`src/rtl/montgomery_seq.sv`:
```
// montgomery_seq
// ---------------
// Control sequencer for a Montgomery multiplication R = A*B*2^-N mod M. It
// drives a 514-bit carry-save multi-precision adder. Each bit of B takes
// three cycles: add A, conditionally add M, then shift. After the last bit,
// a 5-chunk carry-propagate resolve runs. Then chunked subtract passes
// repeat until the adder reports sub_done, or until the pass limit is hit.
//
// Ports
//   clk        clock
//   resetn     synchronous active-low reset
//   start      one-cycle request, honoured only while idle
//   b_in       multiplier B, captured when start is accepted
//   c_zero     adder sum LSB (odd flag) of the current carry-save value
//   sub_done   adder subtract-finished flag, looked at only on chunk 4
//   add_sel    adder in_a mux: 0=zero 1=A 2=M 3=-M
//   enable_c   adder carry-save load
//   shift      adder carry-save right shift
//   subtract   adder subtract mode
//   chunk_sel  adder chunk index, 0..4 active, 8 = idle/freeze
//   busy       high from accepted start until the cycle after done
//   done       one-cycle completion pulse
//   error      subtract pass limit exceeded; held until the next start
module montgomery_seq #(
  parameter int N_BITS  = 512,
  parameter int CNT_W   = 10,
  parameter int MAX_SUB = 3
) (
  input  logic              clk,
  input  logic              resetn,
  input  logic              start,
  input  logic [N_BITS-1:0] b_in,
  input  logic              c_zero,
  input  logic              sub_done,
  output logic [1:0]        add_sel,
  output logic              enable_c,
  output logic              shift,
  output logic              subtract,
  output logic [3:0]        chunk_sel,
  output logic              busy,
  output logic              done,
  output logic              error
);

  localparam int SUB_W = $clog2(MAX_SUB + 1);

  localparam logic [3:0]       CHUNK_FREEZE = 4'd8;
  localparam logic [3:0]       CHUNK_LAST   = 4'd4;
  localparam logic [CNT_W-1:0] BIT_LAST     = CNT_W'(N_BITS - 1);
  localparam logic [SUB_W-1:0] SUB_LIMIT    = SUB_W'(MAX_SUB);

  localparam logic [1:0] SEL_ZERO = 2'd0;
  localparam logic [1:0] SEL_A    = 2'd1;
  localparam logic [1:0] SEL_M    = 2'd2;
  localparam logic [1:0] SEL_NEGM = 2'd3;

  typedef enum logic [2:0] {
    IDLE,
    ADD_A,
    ADD_M,
    SHIFT,
    RESOLVE,
    SUB,
    FIN
  } state_e;

  state_e            state_q, state_d;
  logic [N_BITS-1:0] b_q, b_d;
  logic [CNT_W-1:0]  bit_cnt_q, bit_cnt_d;
  logic [SUB_W-1:0]  sub_cnt_q, sub_cnt_d;
  logic [3:0]        chunk_q, chunk_d;
  logic              error_q, error_d;

  // State register together with the datapath registers the FSM owns. Reset
  // parks chunk_sel at the freeze value, so the adder's chunk carry register
  // holds its value while the sequencer is idle.
  always_ff @(posedge clk) begin
    if (!resetn) begin
      state_q   <= IDLE;
      b_q       <= '0;
      bit_cnt_q <= '0;
      sub_cnt_q <= '0;
      chunk_q   <= CHUNK_FREEZE;
      error_q   <= 1'b0;
    end else begin
      state_q   <= state_d;
      b_q       <= b_d;
      bit_cnt_q <= bit_cnt_d;
      sub_cnt_q <= sub_cnt_d;
      chunk_q   <= chunk_d;
      error_q   <= error_d;
    end
  end

  // Next-state logic. The bit counter is compared before it increments, so
  // the SHIFT of bit N_BITS-1 is the one that leaves the iteration. The chunk
  // index is registered, so each transition loads the index that the next
  // state starts on.
  always_comb begin
    state_d   = state_q;
    b_d       = b_q;
    bit_cnt_d = bit_cnt_q;
    sub_cnt_d = sub_cnt_q;
    chunk_d   = chunk_q;
    error_d   = error_q;

    unique case (state_q)
      IDLE: begin
        chunk_d = CHUNK_FREEZE;
        if (start) begin
          b_d       = b_in;
          bit_cnt_d = '0;
          sub_cnt_d = '0;
          error_d   = 1'b0;
          state_d   = ADD_A;
        end
      end

      ADD_A: state_d = ADD_M;

      ADD_M: state_d = SHIFT;

      SHIFT: begin
        b_d       = b_q >> 1;
        bit_cnt_d = bit_cnt_q + CNT_W'(1);
        if (bit_cnt_q == BIT_LAST) begin
          chunk_d = '0;
          state_d = RESOLVE;
        end else begin
          state_d = ADD_A;
        end
      end

      RESOLVE: begin
        if (chunk_q == CHUNK_LAST) begin
          chunk_d   = '0;
          sub_cnt_d = SUB_W'(1);
          state_d   = SUB;
        end else begin
          chunk_d = chunk_q + 4'd1;
        end
      end

      // sub_done is only meaningful once the top chunk has been processed.
      // A pass that ends without it starts another pass, unless this was
      // already the last permitted pass.
      SUB: begin
        if (chunk_q == CHUNK_LAST) begin
          if (sub_done) begin
            chunk_d = CHUNK_FREEZE;
            state_d = FIN;
          end else if (sub_cnt_q == SUB_LIMIT) begin
            error_d = 1'b1;
            chunk_d = CHUNK_FREEZE;
            state_d = FIN;
          end else begin
            sub_cnt_d = sub_cnt_q + SUB_W'(1);
            chunk_d   = '0;
          end
        end else begin
          chunk_d = chunk_q + 4'd1;
        end
      end

      FIN: begin
        chunk_d = CHUNK_FREEZE;
        state_d = IDLE;
      end

      default: begin
        chunk_d = CHUNK_FREEZE;
        state_d = IDLE;
      end
    endcase
  end

  // Output decode. The operand mux is forced to zero whenever the adder is
  // neither loading nor subtracting. This keeps in_a quiet on idle cycles.
  always_comb begin
    add_sel   = SEL_ZERO;
    enable_c  = 1'b0;
    shift     = 1'b0;
    subtract  = 1'b0;
    done      = 1'b0;
    busy      = (state_q != IDLE);
    chunk_sel = chunk_q;
    error     = error_q;

    unique case (state_q)
      ADD_A: begin
        enable_c = b_q[0];
        add_sel  = b_q[0] ? SEL_A : SEL_ZERO;
      end
      ADD_M: begin
        enable_c = c_zero;
        add_sel  = c_zero ? SEL_M : SEL_ZERO;
      end
      SHIFT: shift = 1'b1;
      SUB: begin
        subtract = 1'b1;
        add_sel  = SEL_NEGM;
      end
      FIN: done = 1'b1;
      default: ;
    endcase
  end

endmodule

```
`config.mk`:
```
export PLATFORM = sky130hd
export DESIGN_NAME = montgomery_seq
export DESIGN_NICKNAME = d
export VERILOG_FILES = /design/src/rtl/montgomery_seq.sv
export SDC_FILE = /design/constraint.sdc
export NUM_CORES = 1
export LEC_CHECK = 0
export BUFFER_PORTS_ARGS = -buffer_cell sky130_fd_sc_hd__buf_2
export CORE_ASPECT_RATIO = 0.5
export CORE_UTILIZATION = 55
export DETAILED_ROUTE_END_ITERATION = 12
export PLACE_DENSITY = 0.81
export SYNTH_ARGS = -nofsm -noshare
export SYNTH_HDL_FRONTEND = slang
export SYNTH_SLANG_ARGS = --single-unit
export TNS_END_PERCENT = 50
```
`constraint.sdc`:
```
create_clock -name clk -period 4.2 [get_ports clk]
set_input_delay 0.84 -clock clk [delete_from_list [all_inputs] [get_ports clk]]
set_output_delay 0.84 -clock clk [all_outputs]
set_load 0.1 [all_outputs]
```
==> summary.txt, run 1 <==
Status
  • Outcome: finished clean

STA
  • Final worst path period share: 0.757
  • Setup-failing EPs final: 0
  • Fin Setup TNS: 0 ns
  • Final Hold Violating Endpoints: 0
  • Final Skew: 0.0159 ns
  • Slew HR: 0.260
  • Slew Limit Fails: 0
  • Hold WS: 0.467 ns
  • Fin crit period: 3.18 ns
  • Final worst setup slack: 1.02 ns
  • Worst Tran Pin Value: 1.11 ns
  • Unrepaired setup endpoints after global routing: false
  • Max Freq: 314 MHz

Layout
  • Share of cells above drive strength 1: 0.191
  • Area growth, synth to finish: 18.0%
  • Final Util: 0.662
  • Nets: 3817

Setup path
  • Worst reg2reg path depth: 5
  • Levels on crit path: 4
  • Required @ worst endpoint: 3.36 ns
  • Delay-heaviest family, CP: flip-flops
  • CP arrival: 2.34 ns
  • Critical-path maximum fanout: 16
  • Kind of critical path: reg -> out
  • Crit path launch type: flip-flop
  • Worst-path cell chain: nor2b_1 -> and2_1 -> a31o_2 -> buf_2
  • Cell with the largest stage delay on the worst path: dfxtp_1
  • CP endpoint kind: output port
  • Crit-path max cell delay: 0.62 ns
  • CP bufs+invs: 1

Place
  • Gpl congestion: 0.866
  • HPWL Detailed: 38.8 mm
  • Port buffer count: 528
  • Place WS: 1.21 ns

Yosys
  • Cell variety after synth: 49
  • Seq/Total Area, Yosys: 0.467
  • Async set or reset register ratio after synthesis: 0
  • Avg Cell Area, Syn: 7.64 um2
  • EDFF count, synth: 0
  • Mapped Area: 22800 um2
  • Yosys warning total: 0
  • Yosys reg bits: 532
  • Ys flop type: dfxtp_1
  • Cells after synthesis: 2988
  • Net Count, Synth: 3509

Pwr
  • Design Power: 12.7 mW
  • Cell Pwr Density: 471 nW/um2
  • Flop pwr share: 0.478
  • Sw frac: 0.285
  • Clk pwr share: 0.353
  • Combinational share of power: 0.169
  • Peak VDD IR: 269 uV
  • Leakage Power: 11.2 nW
  • Internal power: 9.09 mW
  • Net switching power: 3.61 mW

Clock tree
  • CTS buffer count: 47
  • Post-CTS Hold Buffers: 0
  • Clock latency on the worst-skew pair: 0.57 ns
  • CTS tree: built
  • Htree depth: 2
  • Max clock buf depth: 3
  • Clock transition at path regs: 0.07 ns
  • Post-CTS Setup Inserts: 0
  • Root Driver: clkbuf_16
  • Post-CTS sizing: 0
  • Clock Sinks: 532

Floorplan
  • Die Span Y: 146 um
  • Total core area: 40700 um2
  • Area of the die: 42400 um2
  • I/O pin count: 529
  • Die X: 290 um
  • Row count: 52
  • Starting density of the core: 0.561

Worst hold path
  • Hold path cells: 2
  • HP Class: reg -> reg

Drt
  • Via count: 21900
  • Final ANT Viol Nets: 0
  • Total wire length: 60.8 mm
  • WL per Instance: 15.6 um
  • DRC errors left: 0
  • Via density: 5.61
  • First drt pass iteration count: 7
  • Initial drt markers: 1908

Global route
  • Total GRT Usage: 0.276
  • Antenna violations before repair: 36
  • GR Overflow Total: 0
  • M3 GR Usage: 0.0409
  • Vias in the first global route: 20200
  • Largest net degree at the start of global routing: 241
  • GRT met2 Usage: 0.460
  • GR Layer Usage met1: 0.347
  • Busiest metal layer after global routing: met2
  • Wire length of the first global-routing pass: 99.1 mm

Job
  • Max cap viols: 0
==> power groups by stage <==
| stage | Combinational (mW) | Clock [mW] | Sequential, mW |
|---|---|---|---|
| detailed placement | 2.13 | 0 | 6.17 |
| global route | 2.43 | 4.78 | 6.16 |
| global placement | 2.05 | 0 | 6.15 |
| finish | 2.15 | 4.48 | 6.07 |
| floorplan | 1.64 | 0 | 6.09 |
| CTS | 2.14 | 4.57 | 6.07 |
==> worst min-delay path, delay by kind of cell, from the launching register on <==
kind | cells | cell delay (ns)
flip-flops | 1 | 0.31
AND/OR/NAND/NOR | 1 | 0.05
AO/OA/AOI/OAI | 1 | 0.07
==> sequential cells by signal, indices dropped and copies added (netlist names) <==
name	count
b_q	512
bit_cnt_q	10
chunk_sel	4
state_q	3
sub_cnt_q	2
error	1
==> metal layers <==
metal  vias to the layer above  wire [um]
li1                      11000          -
met2                       580      29600
met5                         -          0
met3                       147       2730
met1                     10200      25800
met4                         0       2690
==> cells in the mapped netlist (2+ instances only) <==
cell | n | area, um2
a211oi_1 | 2 | 15.0
a21oi_1 | 9 | 45.0
a22oi_1 | 2 | 15.0
a311oi_1 | 512 | 4480
and2_1 | 2 | 12.5
buf_1 | 9 | 33.8
buf_2 | 101 | 505
clkbuf_1 | 181 | 679
dfxtp_1 | 532 | 10700
ha_1 | 4 | 50.1
inv_1 | 6 | 22.5
mux2i_1 | 2 | 20.0
nand2_1 | 1036 | 3890
nand3_1 | 7 | 35.0
nand3b_1 | 2 | 15.0
nand4_1 | 4 | 25.0
nor2_1 | 527 | 1980
nor2b_1 | 2 | 12.5
nor3_1 | 5 | 25.0
nor3b_1 | 2 | 15.0
o21ai_0 | 10 | 50.1
o22ai_1 | 3 | 18.8
or3_1 | 2 | 12.5
==> layout make-up <==
| type | instances | area (um2) |
|---|---|---|
| clock buffer | 56 | 1250 |
| inverter | 7 | 41.3 |
| fill | 3460 | 13700 |
| tap | 540 | 676 |
| multi-input combinational | 2158 | 10900 |
| sequential | 532 | 10700 |
| timing repair buffer | 550 | 2970 |
| antenna | 37 | 92.6 |
| clock inverter | 30 | 324 |
==> through the flow <==
step | instances | instance area (um2)
after floorplan | 2988 | 22800
after global placement | 3787 | 25300
after detailed placement | 3787 | 25300
after CTS | 3873 | 26800
after global routing | 3909 | 26900
final | 3910 | 26900
==> kinds of logic (layout without fill, tap and decap cells) <==
family          Yosys count  count (layout)  synth area share
xor+xnor                  1               1          0.000384
simple gates           1599            1599             0.267
buf+inv                 298             643            0.0545
compound gates          551             551             0.208
mux                       3               3           0.00137
other cells               0              37                 0
flops                   532             532             0.467
fa+ha+maj                 4               4           0.00219
==> cells in the final DEF, fill, tap and decap left out, types with 2 or more instances in the layout <==
cell type | Yosys | routed
a211oi_1 | 2 | 2
a21oi_1 | 9 | 9
a22oi_1 | 2 | 2
a311oi_1 | 512 | 512
and2_1 | 2 | 2
buf_12 | 0 | 13
buf_2 | 101 | 528
buf_4 | 0 | 9
bufinv_16 | 0 | 6
clkbuf_1 | 181 | 5
clkbuf_16 | 0 | 47
clkbuf_8 | 0 | 4
clkinv_2 | 0 | 16
clkinvlp_4 | 0 | 5
dfxtp_1 | 532 | 532
diode_2 | 0 | 37
ha_1 | 4 | 4
inv_1 | 6 | 5
inv_6 | 0 | 3
inv_8 | 0 | 2
mux2i_1 | 2 | 2
nand2_1 | 1036 | 1036
nand3_1 | 7 | 7
nand3b_1 | 2 | 2
nand4_1 | 4 | 4
nor2_1 | 527 | 527
nor2b_1 | 2 | 2
nor3_1 | 5 | 5
nor3b_1 | 2 | 2
o21ai_0 | 10 | 10
o22ai_1 | 3 | 3
or3_1 | 2 | 2
==> path summary, 6_finish.rpt <==
| check | start | to | slack, ns |
|---|---|---|---|
| min | b_q[201] | b_q[200] | 0.47 |
| max reg2reg | state_q[0] | b_q[172] | 1.41 |
| min reg2reg | b_q[201] | b_q[200] | 0.47 |
| max | state_q[0] | add_sel[1] | 1.02 |
No activity file was read; power rests on OpenSTA's default activity.
==> run 2: changes to the inputs <==
Settings changed: CORE_UTILIZATION 55 to 49, PLACE_DENSITY 0.81 to 0.77.
Clock period 4.2 ns to 2.5 ns, I/O delays scaled along.
==> run 2 against run 1 <==
Net effect:
- via count rose by 2.2%
- utilization shrank 5.0 points
- clock-buffer cell count grew 8
- clock power grew 78%
==> summary.txt, run 2 (synthesis results as in run 1) <==
Layout
  • Fillcell total: 4110 (was 3460)
  • Final Cell Area: 27900 um2 (was 26900 um2)
  • Share of cells above drive strength 1: 0.204 (was 0.191)
  • Max reg flops: 512 (unchanged)
  • Biggest register: b_q (unchanged)
  • Nets: 3865 (was 3817)
  • Most frequent cells in the layout: nand2_1 (1036), dfxtp_1 (530), nor2_1 (527) (was nand2_1 (1036), dfxtp_1 (532), buf_2 (528))
  • Commonest non-fill, non-tap cell in the layout: nand2_1 (unchanged)
  • Area growth, synth to finish: 22.3% (was 18.0%)

Clock tree
  • Clock latency on the worst-skew pair: 0.57 ns (about the same)
  • CTS tree: built (unchanged)
  • Post-CTS Setup Inserts: 0 (unchanged)
  • CTS buffer count: 48 (was 47)
  • Clock transition at path regs: 0.07 ns (about the same)
  • Max clock buf depth: 3 (unchanged)
  • Root Driver: clkbuf_16 (unchanged)
  • Clock Sinks: 532 (unchanged)
  • Htree depth: 2 (unchanged)

Pwr
  • Leakage Power: 11.6 nW (was 11.2 nW)
  • Peak VDD IR: 588 uV (was 269 uV)
  • Cell Pwr Density: 791 nW/um2 (was 471 nW/um2)

Global route
  • Wire length of the first global-routing pass: 102 mm (was 99.1 mm)
  • GR Overflow Total: 0 (unchanged)
  • Largest net degree at the start of global routing: 168 (was 241)
  • Total GRT Usage: 0.258 (was 0.276)
  • Antenna violations before repair: 36 (unchanged)
  • Vias in the first global route: 20300 (was 20200)

STA
  • Slew HR: 0.509 (was 0.260)
  • Hold WS: 0.189 ns (was 0.467 ns)
  • Setup-failing EPs final: 0 (unchanged)
  • Max Freq: 418 MHz
  • Worst Tran Pin Value: 0.737 ns (was 1.11 ns)
  • Unrepaired setup endpoints after global routing: false (unchanged)
  • Final worst path period share: 0.957
  • Final Skew: 0.0145 ns (was 0.0159 ns)
  • Fin Setup TNS: 0 ns (unchanged)
  • Final Hold Violating Endpoints: 0 (unchanged)
  • Slew Limit Fails: 0 (unchanged)
  • Fin crit period: 2.39 ns

Setup path
  • Crit-path max cell delay: 0.49 ns (was 0.62 ns)
  • R2R setup slack: 0.32 ns (was 1.41 ns)
  • Required @ worst endpoint: 2.00 ns (was 3.36 ns)
  • CP endpoint kind: output port (unchanged)
  • Critical-path maximum fanout: 16 (unchanged)
  • Cell with the largest stage delay on the worst path: dfxtp_2 (was dfxtp_1)
  • Crit path launch type: flip-flop (unchanged)
  • Kind of critical path: reg -> out (unchanged)
  • CP arrival: 1.89 ns (was 2.34 ns)
  • Worst-path cell chain: nor2b_2 -> and2_2 -> a31o_2 -> buf_12 (was nor2b_1 -> and2_1 -> a31o_2 -> buf_2)

Floorplan
  • Total core area: 45600 um2 (was 40700 um2)
  • Die Span Y: 155 um (was 146 um)
  • Starting density of the core: 0.501 (was 0.561)
  • Die X: 307 um (was 290 um)
  • I/O pin count: 529 (unchanged)
  • Row count: 55 (was 52)
  • Area of the die: 47500 um2 (was 42400 um2)

Place
  • Gpl congestion: 0.860 (was 0.866)
  • Port buffer count: 528 (unchanged)
  • HPWL Detailed: 43.3 mm (was 38.8 mm)
  • DP Area: 26100 um2 (was 25300 um2)

Drt
  • DRC errors left: 0 (unchanged)
  • Via density: 5.54 (was 5.61)
  • Final ANT Viol Nets: 0 (unchanged)
  • First drt pass iteration count: 9 (was 7)
  • Via count: 22400 (was 21900)
  • Initial drt markers: 1872 (was 1908)
  • WL per Instance: 15.9 um (was 15.6 um)
  • Total wire length: 64.2 mm (was 60.8 mm)

Worst hold path
  • HP Class: in -> reg (was reg -> reg)

Job
  • Max cap viols: 0 (unchanged)

Status
  • Outcome: finished clean (unchanged)
run 2: changes by cell type in the layout (fill, tap and decap cells not counted), moves of 3 or more:
cell and delta:
buf_2 -5, clkbuf_8 +4, clkinv_2 -5, inv_6 -3, buf_4 +20, buf_12 +31
run 2: critical path: cells and delay by family, from the launching register on:
family,cells,cell delay [ns]
AO/OA/AOI/OAI,1,0.17
AND/OR/NAND/NOR,2,0.48
flip-flops,1,0.49
buffers and inverters,1,0.18
run 2: per-layer routing:
layer / part of all wire / GRT usage / up-vias
met4: 0.045 / 0.146 / 0
met1: 0.41 / 0.315 / 10500
li1: - / - / 11200
met5: 0 / 0 / -
met2: 0.50 / 0.438 / 569
met3: 0.042 / 0.0363 / 166
run 2: through the flow:
step | worst slack, ns | power (mW) | util | cells
after floorplan | -0.0774 | 13.0 | - | 2988
after global placement | 0.260 | 14.1 | 0.574 | 3921
after detailed placement | 0.162 | 14.2 | 0.574 | 3921
after CTS | 0.0208 | 22.2 | 0.611 | 4007
after global routing | 0.00959 | 23.2 | 0.613 | 4042
final | 0.108 | 22.1 | 0.613 | 4043
run 2: worst paths after layout:
kind / start / end / cells past startpoint
worst min register to register: b_q[7] / b_q[6] / 2
worst max-delay path: state_q[0] / add_sel[1] / 4
worst min-delay path: b_in[340] / b_q[340] / 3
worst max register to register: state_q[0] / b_q[69] / 6
run 2: final cells by class:
cell class	instances	area [um2]	share of cell area
Tap cell	627	785	0.0281
Clock buffer	64	1360	0.0488
Antenna cell	36	90.1	0.00323
Inverter	7	41.3	0.00148
Sequential cell	532	10700	0.382
Multi-Input combinational cell	2158	10900	0.392
Timing Repair Buffer	597	3720	0.133
Clock inverter	22	318	0.0114
run 2: power breakdown:
part | switching (mW) | total [mW] | internal, mW
combinational | 2.28 | 3.90 | 1.62
clock | 3.32 | 7.97 | 4.65
sequential | 0.581 | 10.2 | 9.62
run 2: repair_timing:
item	in CTS	in global routing
pin swaps	0	0
hold buffers	0	0
resized for setup	3	3
endpoints found under the setup margin	5	4
==> run 3: changes to the inputs <==
Settings changed: ABC_CLOCK_PERIOD_IN_PS set to 2500, CELL_PAD_IN_SITES_DETAIL_PLACEMENT set to 0, CELL_PAD_IN_SITES_GLOBAL_PLACEMENT set to 1, CORE_UTILIZATION 49 to 35, PLACE_DENSITY 0.77 to unset, PLACE_DENSITY_LB_ADDON set to 0.1.
==> run 3 against run 2 <==
Net effect:
- cell count rose by 6.4%
- critical path type unchanged
- total power rose by 0.19%
- critical endpoint is now done
- via count fell by 3.2%
==> summary.txt, run 3 (synthesis results as in run 1) <==
Status
  • Outcome: finished clean (unchanged)

Floorplan
  • I/O pin count: 529 (unchanged)
  • Die Span Y: 183 um (was 155 um)
  • Die X: 363 um (was 307 um)
  • Starting density of the core: 0.358 (was 0.501)
  • Area of the die: 66300 um2 (was 47500 um2)
  • Row count: 65 (was 55)
  • Total core area: 63800 um2 (was 45600 um2)

Clock tree
  • CTS tree: built (unchanged)
  • Clock Sinks: 532 (unchanged)
  • Htree depth: 2 (unchanged)
  • Clock transition at path regs: 0.07 ns (about the same)
  • CTS buffer count: 51 (was 48)
  • Max clock buf depth: 3 (unchanged)
  • Clock latency on the worst-skew pair: 0.59 ns (was 0.57 ns)
  • Root Driver: clkbuf_16 (unchanged)

Setup path
  • Critical-path maximum fanout: 12 (was 16)
  • Kind of critical path: reg -> out (unchanged)
  • CP arrival: 1.85 ns (was 1.89 ns)
  • Cell with the largest stage delay on the worst path: buf_2 (was dfxtp_2)
  • Crit-path max cell delay: 0.47 ns (was 0.49 ns)
  • CP endpoint kind: output port (unchanged)
  • Required @ worst endpoint: 2.00 ns (about the same)
  • Worst-path cell chain: buf_4 -> inv_1 -> nor3b_2 -> buf_2 (was nor2b_2 -> and2_2 -> a31o_2 -> buf_12)
  • Crit path launch type: flip-flop (unchanged)

Place
  • DP Area: 26900 um2 (was 26100 um2)
  • Placed cells: 4206 (was 3921)
  • Port buffer count: 528 (unchanged)
  • HPWL Detailed: 46.9 mm (was 43.3 mm)
  • Gpl congestion: 0.770 (was 0.860)

Global route
  • Largest net degree at the start of global routing: 145 (was 168)
  • Wire length of the first global-routing pass: 108 mm (was 102 mm)
  • GR Overflow Total: 0 (unchanged)
  • Antenna violations before repair: 10 (was 36)
  • Vias in the first global route: 20800 (was 20300)
  • Total GRT Usage: 0.199 (was 0.258)

Drt
  • Via count: 21700 (was 22400)
  • Total wire length: 68.0 mm (was 64.2 mm)
  • DRC errors left: 0 (unchanged)
  • WL per Instance: 15.8 um (was 15.9 um)
  • Initial drt markers: 1402 (was 1872)
  • First drt pass iteration count: 6 (was 9)
  • Final ANT Viol Nets: 0 (unchanged)
  • Via density: 5.04 (was 5.54)

Layout
  • Multi-input logic area: 10900 um2 (unchanged)
  • Nets: 3910 (was 3865)
  • Most frequent cells in the layout: nand2_1 (1036), dfxtp_1 (530), nor2_1 (527) (unchanged)
  • Fillcell total: 6706 (was 4110)
  • Area growth, synth to finish: 25.3% (was 22.3%)
  • Share of cells above drive strength 1: 0.212 (was 0.204)
  • Final Util: 0.449 (was 0.613)
  • Commonest non-fill, non-tap cell in the layout: nand2_1 (unchanged)
  • Register area: 10700 um2 (unchanged)
  • Biggest register: b_q (unchanged)
  • Final non-filler cell total: 4301 (was 4043)
  • Final Cell Area: 28600 um2 (was 27900 um2)
  • Max reg flops: 512 (unchanged)

STA
  • Final worst path period share: 0.941 (was 0.957)
  • Final Skew: 0.0261 ns (was 0.0145 ns)
  • Slew HR: 0.579 (was 0.509)
  • Slew Limit Fails: 0 (unchanged)
  • Fin crit period: 2.35 ns (was 2.39 ns)
  • Final Hold Violating Endpoints: 0 (unchanged)
  • Max Freq: 425 MHz (was 418 MHz)
  • Worst Tran Pin Value: 0.631 ns (was 0.737 ns)
  • Unrepaired setup endpoints after global routing: false (unchanged)
  • Hold WS: 0.154 ns (was 0.189 ns)
  • Setup-failing EPs final: 0 (unchanged)

Job
  • Max cap viols: 0 (unchanged)

Pwr
  • Cell Pwr Density: 774 nW/um2 (was 791 nW/um2)
  • Leakage Power: 11.9 nW (was 11.6 nW)
  • Peak VDD IR: 466 uV (was 588 uV)

Worst hold path
  • HP Class: in -> reg (unchanged)
==> run 3: per-layer routing <==
| metal | vias up | track usage | share of wire |
|---|---|---|---|
| li1 | 11200 | - | - |
| met1 | 10100 | 0.249 | 0.44 |
| met2 | 307 | 0.353 | 0.50 |
| met3 | 95 | 0.0307 | 0.033 |
| met4 | 4 | 0.0587 | 0.023 |
| met5 | - | 0 | 0.00040 |
==> run 3: worst max-delay path, delay by kind of cell (launching register included) <==
kind          cells  cell delay, ns
buf+inv           3            0.75
flops             1            0.32
simple gates      1            0.18
==> run 3: metrics by stage <==
step	TNS (ns)	power, mW	setup WS (ns)
after global routing	0	23.5	0.0578
after CTS	0	22.5	0.00218
final	0	22.1	0.147
after global placement	0	14.4	0.194
after floorplan	-0.0815	13.0	-0.0774
after detailed placement	0	14.5	0.150
==> run 3: power by group <==
group	switching (mW)	total [mW]	internal (mW)
Clock	3.38	7.84	4.46
Combinational	2.32	4.11	1.79
Sequential	0.556	10.2	9.62
Total	6.25	22.1	15.9
==> run 3: timing repair <==
| action | CTS | global route |
|---|---|---|
| hold buffers | 0 | 0 |
| setup buffers | 0 | 1 |
| gates cloned | 0 | 0 |
| endpoints found under the setup margin | 5 | 3 |
| pin swaps | 0 | 1 |
| gates resized for setup | 4 | 2 |
==> run 3: worst paths after layout <==
kind	from	end	slack, ns	cells after the start
max	state_q[2]	done	0.15	4
min	b_in[511]	b_q[511]	0.15	3
max reg2reg	state_q[0]	b_q[400]	0.29	6
min reg2reg	b_q[323]	b_q[322]	0.46	2
==> run 3: cell type report <==
class	instances	area share
Timing Repair Buffer	639	0.147
Inverter	7	0.00144
Clock buffer	76	0.0529
Sequential cell	532	0.372
Antenna cell	8	0.000700
Clock inverter	10	0.00437
Tap cell	871	0.0381
Multi-Input combinational cell	2158	0.383
